### config.mk
export PLATFORM = sky130hd
export DESIGN_NAME = hook_trajectory_ctrl
export DESIGN_NICKNAME = d
export VERILOG_FILES = /design/src/rtl/hook_trajectory_ctrl.sv
export SDC_FILE = /design/constraint.sdc
export NUM_CORES = 1
export LEC_CHECK = 0
export CORE_MARGIN = 2
export CORE_UTILIZATION = 28
export DETAILED_ROUTE_END_ITERATION = 8
export PLACE_DENSITY = 0.58
export SYNTH_ARGS = -nofsm -noshare
export SYNTH_HDL_FRONTEND = slang
export SYNTH_SLANG_ARGS = --single-unit
export TNS_END_PERCENT = 5
### constraint.sdc
create_clock -name clk -period 3.1 [get_ports clk]
set_input_delay 0.31 -clock clk [delete_from_list [all_inputs] [get_ports clk]]
set_output_delay 0.31 -clock clk [all_outputs]
set_load 0.005 [all_outputs]
### src/rtl/hook_trajectory_ctrl.sv
// Swinging hook controller: swing sweep, straight-line extend, weighted retract.
// Optional HOOK_AUTO_RETRACT_EN: extend auto-retracts after MAX_STEPS frames without a hit.
module hook_trajectory_ctrl #(
  parameter int ANGLE_STATES = 51,
  parameter int PIVOT_X      = 288,
  parameter int PIVOT_Y      = 64,
  parameter int SWING_DIV    = 4,
  parameter int MAX_WEIGHT   = 3,
  parameter int MAX_STEPS    = 60
) (
  input  logic               clk,
  input  logic               reset,
  input  logic               startOfFrame,
  input  logic               launch,
  input  logic               collision,
  input  logic [1:0]         loadWeight,
  input  logic signed [10:0] tableOffX,
  input  logic signed [10:0] tableOffY,
  input  logic signed [10:0] tableSpdX,
  input  logic signed [10:0] tableSpdY,
  output logic [5:0]         angleIdx,
  output logic signed [10:0] topLeftX,
  output logic signed [10:0] topLeftY,
  output logic               isSwinging,
  output logic               retractDone,
  output logic [1:0]         grabbedWeight
);

  localparam logic [5:0]        AngLast   = 6'(ANGLE_STATES - 1);
  localparam logic [5:0]        DivLast   = 6'(SWING_DIV - 1);
  localparam logic [1:0]        WeightMax = (MAX_WEIGHT >= 3) ? 2'd3 : 2'(MAX_WEIGHT);
  localparam logic signed [10:0] PivX     = 11'(PIVOT_X);
  localparam logic signed [10:0] PivY     = 11'(PIVOT_Y);
  localparam logic [6:0]        StepSat   = 7'd127;
`ifdef HOOK_AUTO_RETRACT_EN
  localparam logic [6:0]        StepLim   = 7'(MAX_STEPS);
`endif

  // Elaboration-time parameter sanity.
  if (SWING_DIV < 1 || SWING_DIV > 63) begin : g_bad_div
    $error("SWING_DIV must be in 1..63");
  end
  if (ANGLE_STATES < 2 || ANGLE_STATES > 64) begin : g_bad_ang
    $error("ANGLE_STATES must be in 2..64");
  end
  if (MAX_STEPS < 1 || MAX_STEPS > 127) begin : g_bad_steps
    $error("MAX_STEPS must be in 1..127");
  end

  typedef enum logic [1:0] {ST_SWING, ST_EXTEND, ST_RETRACT} state_e;

  state_e             state_q, state_d;
  logic [5:0]         angle_q, angle_d;
  logic               dir_q, dir_d;          // 1 = moving right
  logic [5:0]         frame_q, frame_d;
  logic [6:0]         step_q, step_d;
  logic [2:0]         rcnt_q, rcnt_d;
  logic signed [10:0] spd_x_q, spd_x_d, spd_y_q, spd_y_d;
  logic signed [10:0] pos_x_q, pos_x_d, pos_y_q, pos_y_d;
  logic [1:0]         weight_q, weight_d;
  logic [1:0]         grab_q, grab_d;
  logic               hit_q, hit_d;
  logic               coll_prev_q, coll_prev_d;
  logic               done_q, done_d;
  logic               swing_q, swing_d;

  always_ff @(posedge clk) begin
    if (reset) begin
      state_q     <= ST_SWING;
      angle_q     <= '0;
      dir_q       <= 1'b1;
      frame_q     <= '0;
      step_q      <= '0;
      rcnt_q      <= '0;
      spd_x_q     <= '0;
      spd_y_q     <= '0;
      pos_x_q     <= PivX;
      pos_y_q     <= PivY;
      weight_q    <= '0;
      grab_q      <= '0;
      hit_q       <= 1'b0;
      coll_prev_q <= 1'b0;
      done_q      <= 1'b0;
      swing_q     <= 1'b1;
    end else begin
      state_q     <= state_d;
      angle_q     <= angle_d;
      dir_q       <= dir_d;
      frame_q     <= frame_d;
      step_q      <= step_d;
      rcnt_q      <= rcnt_d;
      spd_x_q     <= spd_x_d;
      spd_y_q     <= spd_y_d;
      pos_x_q     <= pos_x_d;
      pos_y_q     <= pos_y_d;
      weight_q    <= weight_d;
      grab_q      <= grab_d;
      hit_q       <= hit_d;
      coll_prev_q <= coll_prev_d;
      done_q      <= done_d;
      swing_q     <= swing_d;
    end
  end

  logic signed [10:0] swing_x, swing_y;
  logic [6:0]         step_inc;
  logic [2:0]         rcnt_last;
  logic               coll_edge;

  always_comb begin
    state_d     = state_q;
    angle_d     = angle_q;
    dir_d       = dir_q;
    frame_d     = frame_q;
    step_d      = step_q;
    rcnt_d      = rcnt_q;
    spd_x_d     = spd_x_q;
    spd_y_d     = spd_y_q;
    pos_x_d     = pos_x_q;
    pos_y_d     = pos_y_q;
    weight_d    = weight_q;
    grab_d      = grab_q;
    hit_d       = hit_q;
    coll_prev_d = collision;
    done_d      = 1'b0;

    swing_x   = PivX + tableOffX;
    swing_y   = PivY + tableOffY;
    step_inc  = (step_q == StepSat) ? step_q : step_q + 7'd1;
    coll_edge = collision & ~coll_prev_q;
    case (weight_q)
      2'd0:    rcnt_last = 3'd0;
      2'd1:    rcnt_last = 3'd1;
      2'd2:    rcnt_last = 3'd3;
      default: rcnt_last = 3'd7;
    endcase

    // First collision edge of a shot latches the load weight.
    if (state_q == ST_EXTEND && !hit_q && coll_edge) begin
      hit_d    = 1'b1;
      weight_d = (loadWeight > WeightMax) ? WeightMax : loadWeight;
    end

    if (startOfFrame) begin
      case (state_q)
        ST_SWING: begin
          pos_x_d = swing_x;
          pos_y_d = swing_y;
          if (launch) begin
            spd_x_d  = tableSpdX;
            spd_y_d  = tableSpdY;
            step_d   = '0;
            hit_d    = 1'b0;
            weight_d = '0;
            state_d  = ST_EXTEND;
          end else if (frame_q == DivLast) begin
            frame_d = '0;
            if (dir_q) begin
              if (angle_q == AngLast) begin
                angle_d = AngLast - 6'd1;
                dir_d   = 1'b0;
              end else begin
                angle_d = angle_q + 6'd1;
              end
            end else begin
              if (angle_q == 6'd0) begin
                angle_d = 6'd1;
                dir_d   = 1'b1;
              end else begin
                angle_d = angle_q - 6'd1;
              end
            end
          end else begin
            frame_d = frame_q + 6'd1;
          end
        end
        ST_EXTEND: begin
          if (hit_d) begin
            state_d = ST_RETRACT;
            rcnt_d  = '0;
          end else begin
            pos_x_d = pos_x_q + spd_x_q;
            pos_y_d = pos_y_q + spd_y_q;
            step_d  = step_inc;
`ifdef HOOK_AUTO_RETRACT_EN
            if (step_inc == StepLim) begin
              state_d  = ST_RETRACT;
              rcnt_d   = '0;
              weight_d = '0;
              hit_d    = 1'b1;
            end
`endif
          end
        end
        ST_RETRACT: begin
          // Final frame snaps back to the exact swing point for the frozen index.
          if (step_q == 7'd0 || (step_q == 7'd1 && rcnt_q == rcnt_last)) begin
            pos_x_d = swing_x;
            pos_y_d = swing_y;
            step_d  = '0;
            done_d  = 1'b1;
            grab_d  = weight_q;
            frame_d = '0;
            state_d = ST_SWING;
          end else if (rcnt_q == rcnt_last) begin
            pos_x_d = pos_x_q - spd_x_q;
            pos_y_d = pos_y_q - spd_y_q;
            step_d  = step_q - 7'd1;
            rcnt_d  = '0;
          end else begin
            rcnt_d = rcnt_q + 3'd1;
          end
        end
        default: state_d = ST_SWING;
      endcase
    end

    swing_d = (state_d == ST_SWING);
  end

  assign angleIdx      = angle_q;
  assign topLeftX      = pos_x_q;
  assign topLeftY      = pos_y_q;
  assign isSwinging    = swing_q;
  assign retractDone   = done_q;
  assign grabbedWeight = grab_q;

endmodule
==> flow_summary.toml, run 1 <==
[status]
status = "complete, no violations"

[drt]
drc_errors = 0
finalWirelength_mm = 19.2
first_iter_violations = 386
firstDrtPassIters = 5
avgViaCountPerCell = 5.33
vias = 6196
antenna_left = 0
avgRoutedWirePerCell_um = 16.5

[final_layout]
antenna_cells = 0
fin_area_um2 = 7590
instances_no_fill = 1163
areaGrowthSynthToFinish_pct = 22.6
fin_util_pct = 34.9
drive_gt1_share_pct = 6.46
nets = 988

[setup_path]
r2r.worst_path.cells = 9
path_cells = "ha_1, fa_1, nor2b_1, or3_1, a311oi_2, o221ai_1, xor2_1, a22oi_1, a311oi_1"
cp_slowest_stage_delay_ns = 0.41
endpoint_kind = "register"
crit_required_ns = 3.35
timing.rr.start = "topLeftY[0]"
reg2reg_slack_ns = 0.41
startpoint_type = "register"
critPathSlowestCell = "fa_1"
crit_end = "topLeftY[10]"
arrival_ns = 2.94
critPathLaunch = "topLeftY[0]"
r2r_end = "topLeftY[10]"
critical_path_class = "reg -> reg"
cp_max_fo = 3

[pwr]
vdd_drop_max_uv = 249
p_leak_nw = 2.82
p_per_area_nw_per_um2 = 413
p_int_w = 0.00209
pwr-share-clk_pct = 34.9
power_switching_w = 0.00105
combPwrFrac_pct = 29.8
seqPwrFrac_pct = 35.3
finalPower_w = 0.00314
switching_share_pct = 33.5

[timing]
worst_slew_pin_slew_ns = 1.15
hold_violations = 0
min_period_ns = 2.69
finalCritPeriodShare_pct = 86.8
rsz0062_at_grt = "false"
max_freq_mhz = 372
slew_viol_final = 0
setup_viol = 0
slew-limit-headroom_pct = 23.2
clock_skew_ns = 0.0110
finalSetupTns_ns = 0

[synthesis]
synth.distinct_cells = 75
async_reset_ff_share_pct = 0
avgSynthCellArea_um2 = 7.57
ys_ff_latch = 77
postSynthCellCount = 818
dominantRegCellSynth = "dfxtp_1"
synthesis.nets = 928
synth_edf_count = 0
yosysSeqAreaShare_pct = 24.9
yosysWarnings = 0
synth_area_um2 = 6190

[clock_tree]
clkLatencyLatePin_ns = 0.36
clk_path_buf_depth = 2
cts.clk_slew.worst_paths_ns = 0.06
post_cts_resized = 0
postCtsSetupRepairBufs = 0
cts_tree = "yes"
hold_buffers = 0
ctsHtreeMaxLevel = 3
cts_sinks = 77
root_buffer = "clkbuf_16"
numCtsBuffers = 9

[global_routing]
grt_pass1_vias = 5999
grt.overflow.total = 0
grt_pass1_wl_mm = 31.2
grt_max_degree = 38
antenna_found_initial = 0
grt_use_total_pct = 16.4

[job]
drv_cap = 0

[floorplan]
die_h_um = 153
floorplan.initialDensity_pct = 28.4
die-area_um2 = 23300
die-width_um = 153
core_area_um2 = 21800
io_pins = 83
row_count = 54

[placement]
postPlaceCellArea_um2 = 7290
io_buffer_count = 82
hpwlAfterDp_mm = 13.9
place_congestion = 0.881
dp_cells = 1147

[min_path]
hp-class = "in -> reg"
worst min-delay path by stage:
stage	cells after the start	from	end
2_1_floorplan	1	collision	coll_prev_q
3_3_place_gp	2	frame_q[1]	frame_q[1]
3_5_place_dp	2	spd_y_q[7]	spd_y_q[7]
4_1_cts	2	reset	coll_prev_q
5_1_grt	2	reset	angleIdx[2]
6_report	2	reset	coll_prev_q
through the flow:
step                hold WS (ns)  setup slack, ns
floorplan                  0.438            0.695
global placement           0.463            0.484
detailed placement         0.464            0.461
CTS                        0.289            0.427
global route               0.315            0.195
finish                     0.293            0.411
cells in the mapped netlist (3+ instances only):
library cell,count,area [um^2]
o41ai_1,9,78.8
a311oi_1,8,70.1
ha_1,55,688
xnor2_1,24,210
a21o_1,9,67.6
o311ai_0,5,43.8
a31o_2,3,26.3
xor2_1,11,96.3
o221ai_1,4,35.0
o21bai_1,6,45.0
o21ai_0,45,225
buf_1,3,11.3
nand3b_1,3,22.5
nand4_1,6,37.5
or3_1,13,81.3
or2_2,3,18.8
mux2i_1,7,70.1
and3_1,9,56.3
dfxtp_1,77,1540
nor3b_1,3,22.5
nor3_1,26,130
a31oi_1,11,68.8
nor2b_1,12,75.1
nand2_1,90,338
o21a_1,7,52.6
nor4b_1,3,26.3
a211oi_1,13,97.6
nand3_1,28,140
o211ai_1,5,37.5
buf_2,12,60.1
a21oi_1,75,375
nor4_1,4,25.0
fa_1,4,80.1
nor2_1,50,188
and2_1,7,43.8
o31a_1,3,26.3
clkbuf_1,39,146
a221oi_1,9,78.8
inv_1,51,191
nand2b_1,7,43.8
a221o_1,3,30.0
o31ai_1,11,82.6
or4_1,4,30.0
critical path, delay by kind of cell (launching register included):
family	cells	cell delay, ns
AOI/OAI and AO/OA	4	0.98
xor gates and xnor gates	1	0.19
adders and majority gates	2	0.63
DFF	1	0.32
and+or+nand+nor	2	0.49
logic make-up after synthesis:
kind of cell    share of synthesized area [%]
buf+inv                                  6.73
xor+xnor                                 4.95
compound gates                           27.7
flops                                    24.9
mux                                      1.50
fa+ha+maj                                12.4
simple gates                             21.8
registers in the layout, indices dropped and copies added, names as in the netlist, 2 cells and up:
signal	cells
angleIdx	6
topLeftY	11
topLeftX	11
state_q	2
step_q	7
rcnt_q	3
spd_x_q	11
spd_y_q	11
weight_q	2
grabbedWeight	2
frame_q	6
cell type report:
class                           count  area [um^2]
Fill cell                        2329        14200
Multi-Input combinational cell    635         4230
Inverter                           51          191
Clock buffer                       11          233
Tap cell                          280          350
Timing Repair Buffer              104          981
Sequential cell                    77         1540
Clock inverter                      5         61.3
metal layers:
layer	GRT usage, %	routed length (um)
met5	0	0
met3	3.90	1060
met1	21.4	8920
met2	26.9	8910
met4	4.94	331
power groups by stage:
| stage | Sequential, W | Clock, W | Combinational, W |
|---|---|---|---|
| after floorplan | 0.00111 | 0 | 0.000603 |
| after global placement | 0.00113 | 0 | 0.000922 |
| after detailed placement | 0.00113 | 0 | 0.000924 |
| after CTS | 0.00111 | 0.00113 | 0.000929 |
| after global routing | 0.00112 | 0.00116 | 0.00103 |
| final | 0.00111 | 0.00109 | 0.000934 |
cell usage in the layout (no fill, tap or decap), types with 26 or more instances in the layout:
cell and instances:
nand2_1 90, clkdlybuf4s50_1 81, dfxtp_1 77, a21oi_1 75, ha_1 55, inv_1 51
nor2_1 50, o21ai_0 45, nand3_1 28, nor3_1 26
Power figures use the tool's default switching activity.
==> run 2, diff against run 1 <==
--- a/config.mk
+++ b/config.mk
@@ -5,6 +5,7 @@
 export SDC_FILE = /design/constraint.sdc
 export NUM_CORES = 1
 export LEC_CHECK = 0
+export CAP_MARGIN = 20
 export CORE_MARGIN = 2
 export CORE_UTILIZATION = 28
 export DETAILED_ROUTE_END_ITERATION = 8
==> run 2 against run 1 <==
- cell count hardly changed
- sequential power about the same
- die area unchanged
- combinational power hardly changed
- wire length about the same
- hold slack lost 0.0011 ns
- critical path depth unchanged
- utilization up 0.052 points
- design area grew 0.15%
- critical endpoint unchanged
==> flow_summary.toml, run 2 (synthesis gave the netlist of run 1 again) <==
[pwr]
power_switching_w = 0.00105
seqPwrFrac_pct = 35.3
combPwrFrac_pct = 29.8
p_per_area_nw_per_um2 = 413
switching_share_pct = 33.5
p_int_w = 0.00209
pwr-share-clk_pct = 34.9
vdd_drop_max_uv = 250
p_leak_nw = 2.82

[floorplan]
core_area_um2 = 21800
io_pins = 83
row_count = 54
die_h_um = 153
die-width_um = 153
die-area_um2 = 23300
floorplan.initialDensity_pct = 28.4

[job]
drv_cap = 0

[timing]
worst_slew_pin_slew_ns = 0.698
rsz0062_at_grt = "false"
min_period_ns = 2.68
max_freq_mhz = 373
hold_slack_ns = 0.292
hold_violations = 0
finalSetupTns_ns = 0
clock_skew_ns = 0.0110
setup_viol = 0
slew_viol_final = 0
slew-limit-headroom_pct = 53.3
finalCritPeriodShare_pct = 86.6

[drt]
avgRoutedWirePerCell_um = 16.5
drc_errors = 0
antenna_left = 0
finalWirelength_mm = 19.2
first_iter_violations = 364
avgViaCountPerCell = 5.33
vias = 6203
firstDrtPassIters = 4

[setup_path]
reg2reg_slack_ns = 0.42
critical_path_class = "reg -> reg"
r2r_end = "topLeftY[10]"
cp_slowest_stage_delay_ns = 0.41
critPathSlowestCell = "fa_1"
crit_required_ns = 3.35
cp.buffers_inverters = 0
arrival_ns = 2.93
cp_max_fo = 3
endpoint_kind = "register"
r2r.worst_path.cells = 9
crit_end = "topLeftY[10]"
timing.rr.start = "topLeftY[0]"
critPathLaunch = "topLeftY[0]"
cp.depth = 9
crit_family = "compound AO/OA/AOI/OAI gates"
startpoint_type = "register"
path_cells = "ha_1, fa_1, nor2b_1, or3_1, a311oi_2, o221ai_1, xor2_1, a22oi_1, a311oi_1"

[global_routing]
antenna_found_initial = 0
grt_use_total_pct = 16.4
met3_usage_pct = 3.90
grt_pass1_vias = 5999
grt_util_met1_pct = 21.4
grt_pass1_wl_mm = 31.2
grt_max_degree = 38
grt.overflow.total = 0
grt.busiest_layer = "met2"
use_met2_pct = 26.9

[clock_tree]
cts.clk_slew.worst_paths_ns = 0.07
ctsHtreeMaxLevel = 3
numCtsBuffers = 9
cts_tree = "yes"
postCtsSetupRepairBufs = 0
cts_sinks = 77
clkLatencyLatePin_ns = 0.36
post_cts_resized = 0
hold_buffers = 0
clk_path_buf_depth = 2
root_buffer = "clkbuf_16"

[placement]
place_congestion = 0.881
io_buffer_count = 82
hpwlAfterDp_mm = 13.9
postPlaceCellArea_um2 = 7290
dp_cells = 1147

[final_layout]
regArea_um2 = 1540
instances_no_fill = 1164
antenna_cells = 0
drive_gt1_share_pct = 6.56
fin_area_um2 = 7600
nets = 989
fillers = 2329
fin_util_pct = 34.9
layout_commonest_cell = "nand2_1"
final_cell_mix = "nand2_1, clkdlybuf4s50_1, dfxtp_1"
multi_input_area_um2 = 4230
areaGrowthSynthToFinish_pct = 22.8

[status]
status = "complete, no violations"

[min_path]
hp-class = "in -> reg"
==> run 2: cell count changes in the layout (fill, tap and decap cells not counted), sizes merged <==
cell | previous run | this run
buf | 23 | 24
==> run 2: layout make-up <==
cell class / instances / share of cell area (%)
Multi-Input combinational cell: 635 / 55.7
Sequential cell: 77 / 20.3
Timing Repair Buffer: 105 / 13.1
Tap cell: 280 / 4.61
Clock buffer: 11 / 3.06
Inverter: 51 / 2.52
Clock inverter: 5 / 0.807
==> run 2: worst min path at each step <==
stage | from | endpoint | slack (ns) | depth (start not counted)
floorplan | collision | coll_prev_q | 0.44 | 1
global placement | frame_q[1] | frame_q[1] | 0.46 | 2
detailed placement | spd_y_q[7] | spd_y_q[7] | 0.46 | 2
CTS | reset | coll_prev_q | 0.29 | 2
global route | reset | angleIdx[2] | 0.31 | 2
finish | reset | coll_prev_q | 0.29 | 2
==> run 2: power groups by stage <==
stage / Clock [W] / Combinational (W) / Sequential [W]
after detailed placement: 0 / 0.000924 / 0.00113
final: 0.00110 / 0.000935 / 0.00111
after floorplan: 0 / 0.000603 / 0.00111
after global placement: 0 / 0.000922 / 0.00113
after global routing: 0.00116 / 0.00103 / 0.00112
after CTS: 0.00113 / 0.000929 / 0.00111
==> run 2: metal layers <==
| layer | part of all wire, % | wire (um) |
|---|---|---|
| met1 | 47 | 8960 |
| met2 | 46 | 8910 |
| met3 | 5.2 | 1000 |
| met4 | 1.8 | 349 |
| met5 | 0 | 0 |
==> run 2: metrics by stage <==
step	total power (W)	setup slack, ns
after detailed placement	0.00206	0.461
after floorplan	0.00172	0.695
after global placement	0.00205	0.484
after CTS	0.00317	0.427
after global routing	0.00331	0.195
final	0.00314	0.416
==> run 3, diff against run 2 <==
--- a/config.mk
+++ b/config.mk
@@ -6,10 +6,10 @@
 export NUM_CORES = 1
 export LEC_CHECK = 0
 export CAP_MARGIN = 20
-export CORE_MARGIN = 2
 export CORE_UTILIZATION = 28
 export DETAILED_ROUTE_END_ITERATION = 8
-export PLACE_DENSITY = 0.58
+export GPL_ROUTABILITY_DRIVEN = 0
+export PLACE_DENSITY = 0.6
 export SYNTH_ARGS = -nofsm -noshare
 export SYNTH_HDL_FRONTEND = slang
 export SYNTH_SLANG_ARGS = --single-unit
==> constraint.sdc (replaced) <==
create_clock -name clk -period 2.4 [get_ports clk]
set_input_delay 0.24 -clock clk [delete_from_list [all_inputs] [get_ports clk]]
set_output_delay 0.24 -clock clk [all_outputs]
set_load 0.005 [all_outputs]
==> run 3 against run 2 <==
- critical path type unchanged
- utilization is 2.5 points higher
- cell count up 4.7%
- clock power grew 31%
- highest routed layer unchanged
- largest power group is now the clock network
- largest cell class unchanged
- the run now ends with negative setup slack left
==> flow_summary.toml, run 3 (synthesis gave the netlist of run 1 again) <==
[final_layout]
areaGrowthSynthToFinish_pct = 31.7
final_cell_mix = "nand2_1, clkdlybuf4s50_1, buf_4"
drive_gt1_share_pct = 14.8
nets = 1044
antenna_cells = 0
layout_commonest_cell = "nand2_1"

[setup_path]
r2r.worst_path.cells = 9
critical_path_class = "reg -> reg"
timing.rr.start = "topLeftY[0]"
arrival_ns = 2.67
cp_max_fo = 3
crit_required_ns = 2.66
crit_family = "compound AO/OA/AOI/OAI gates"
cp_slowest_stage_delay_ns = 0.34
r2r_end = "topLeftY[10]"
endpoint_kind = "register"
startpoint_type = "register"
path_cells = "ha_2, fa_2, nor2b_1, or3_1, a311oi_2, o221ai_1, xor2_1, a22oi_1, a311oi_1"
critPathSlowestCell = "fa_2"
reg2reg_slack_ns = -0.01
cp.buffers_inverters = 0

[drt]
vias = 6419
drc_errors = 0
first_iter_violations = 334
finalWirelength_mm = 19.6
antenna_left = 0
firstDrtPassIters = 5
avgRoutedWirePerCell_um = 16.1
avgViaCountPerCell = 5.27

[pwr]
seqPwrFrac_pct = 33.5
combPwrFrac_pct = 32.3
switching_share_pct = 33.7
p_int_w = 0.00280
p_per_area_nw_per_um2 = 519
vdd_drop_max_uv = 382
pwr-share-clk_pct = 34.1
power_switching_w = 0.00142
p_leak_nw = 3.12
finalPower_w = 0.00423

[clock_tree]
numCtsBuffers = 9
root_buffer = "clkbuf_16"
hold_buffers = 0
cts_sinks = 77
cts_tree = "yes"
postCtsSetupRepairBufs = 0
clk_path_buf_depth = 2
clkLatencyLatePin_ns = 0.35
cts.clk_slew.worst_paths_ns = 0.07
ctsHtreeMaxLevel = 3

[timing]
hold_violations = 0
setup_viol = 2
hold_slack_ns = 0.315
slew-limit-headroom_pct = 61.5
worst_slew_pin_slew_ns = 0.576
clock_skew_ns = 0.00853
rsz0062_at_grt = "true"
finalCritPeriodShare_pct = 101
slew_viol_final = 0
setup_ws_ns = -0.0145
max_freq_mhz = 414
finalSetupTns_ns = -0.0224
min_period_ns = 2.41

[global_routing]
grt_pass1_vias = 6118
grt.overflow.total = 0
grt_max_degree = 28
grt_pass1_wl_mm = 30.9
antenna_found_initial = 0
grt_use_total_pct = 17.4

[min_path]
hp-class = "in -> reg"
hold_path_end = "grabbedWeight[0]"
hp-start = "reset"
whs_path_depth = 2

[floorplan]
die-area_um2 = 22700
core_area_um2 = 21800
floorplan.initialDensity_pct = 28.4
die_h_um = 151
io_pins = 83
row_count = 54
die-width_um = 151

[status]
violations = "negative setup slack"
status = "finished, violations left"

[placement]
io_buffer_count = 82
hpwlAfterDp_mm = 14.5

[job]
drv_cap = 0
## run 3: routing by layer
layer	global-route usage (%)	up-vias	wire, um
met3	2.97	33	1040
met1	22.8	3012	8920
met5	0	-	0
met2	28.8	181	9230
met4	5.85	0	440
li1	-	3193	-
## run 3: stage by stage
| step | area [um^2] | setup slack [ns] | instances | util (%) |
|---|---|---|---|---|
| after floorplan | 6190 | 0.0125 | 818 | - |
| after global placement | 7740 | -0.0546 | 1203 | 35.6 |
| after detailed placement | 7740 | -0.0983 | 1203 | 35.6 |
| after CTS | 8060 | -0.00947 | 1219 | 37.0 |
| after global routing | 8150 | -0.133 | 1219 | 37.5 |
| final | 8150 | -0.0145 | 1219 | 37.5 |
## run 3: how the worst max path moves through the flow
stage,cells after the start,slack [ns],endpoint,startpoint
6_report,9,-0.01,topLeftY[10],topLeftY[0]
2_1_floorplan,9,0.01,topLeftY[10],topLeftY[0]
3_3_place_gp,9,-0.05,topLeftX[10],topLeftX[0]
4_1_cts,9,-0.009,topLeftY[10],topLeftY[0]
3_5_place_dp,9,-0.1,topLeftX[10],topLeftX[0]
5_1_grt,10,-0.13,topLeftY[8],topLeftY[0]
## run 3: final cells by class
type,count,area (um^2)
Timing Repair Buffer,160,1430
Inverter,51,191
Clock buffer,9,225
Sequential cell,77,1550
Clock inverter,7,75.1
Fill cell,2285,13600
Multi-Input combinational cell,635,4330
Tap cell,280,350
## run 3: what timing repair did
item,CTS,global route
resized for setup,6,21
pin swaps,4,3
endpoints found under the setup margin,4,11
## run 3: power groups by stage
stage	registers [W]	clock network, W	logic [W]
floorplan	0.00144	0	0.000779
global placement	0.00144	0	0.00132
detailed placement	0.00144	0	0.00132
CTS	0.00142	0.00148	0.00134
global route	0.00143	0.00153	0.00150
finish	0.00142	0.00144	0.00137
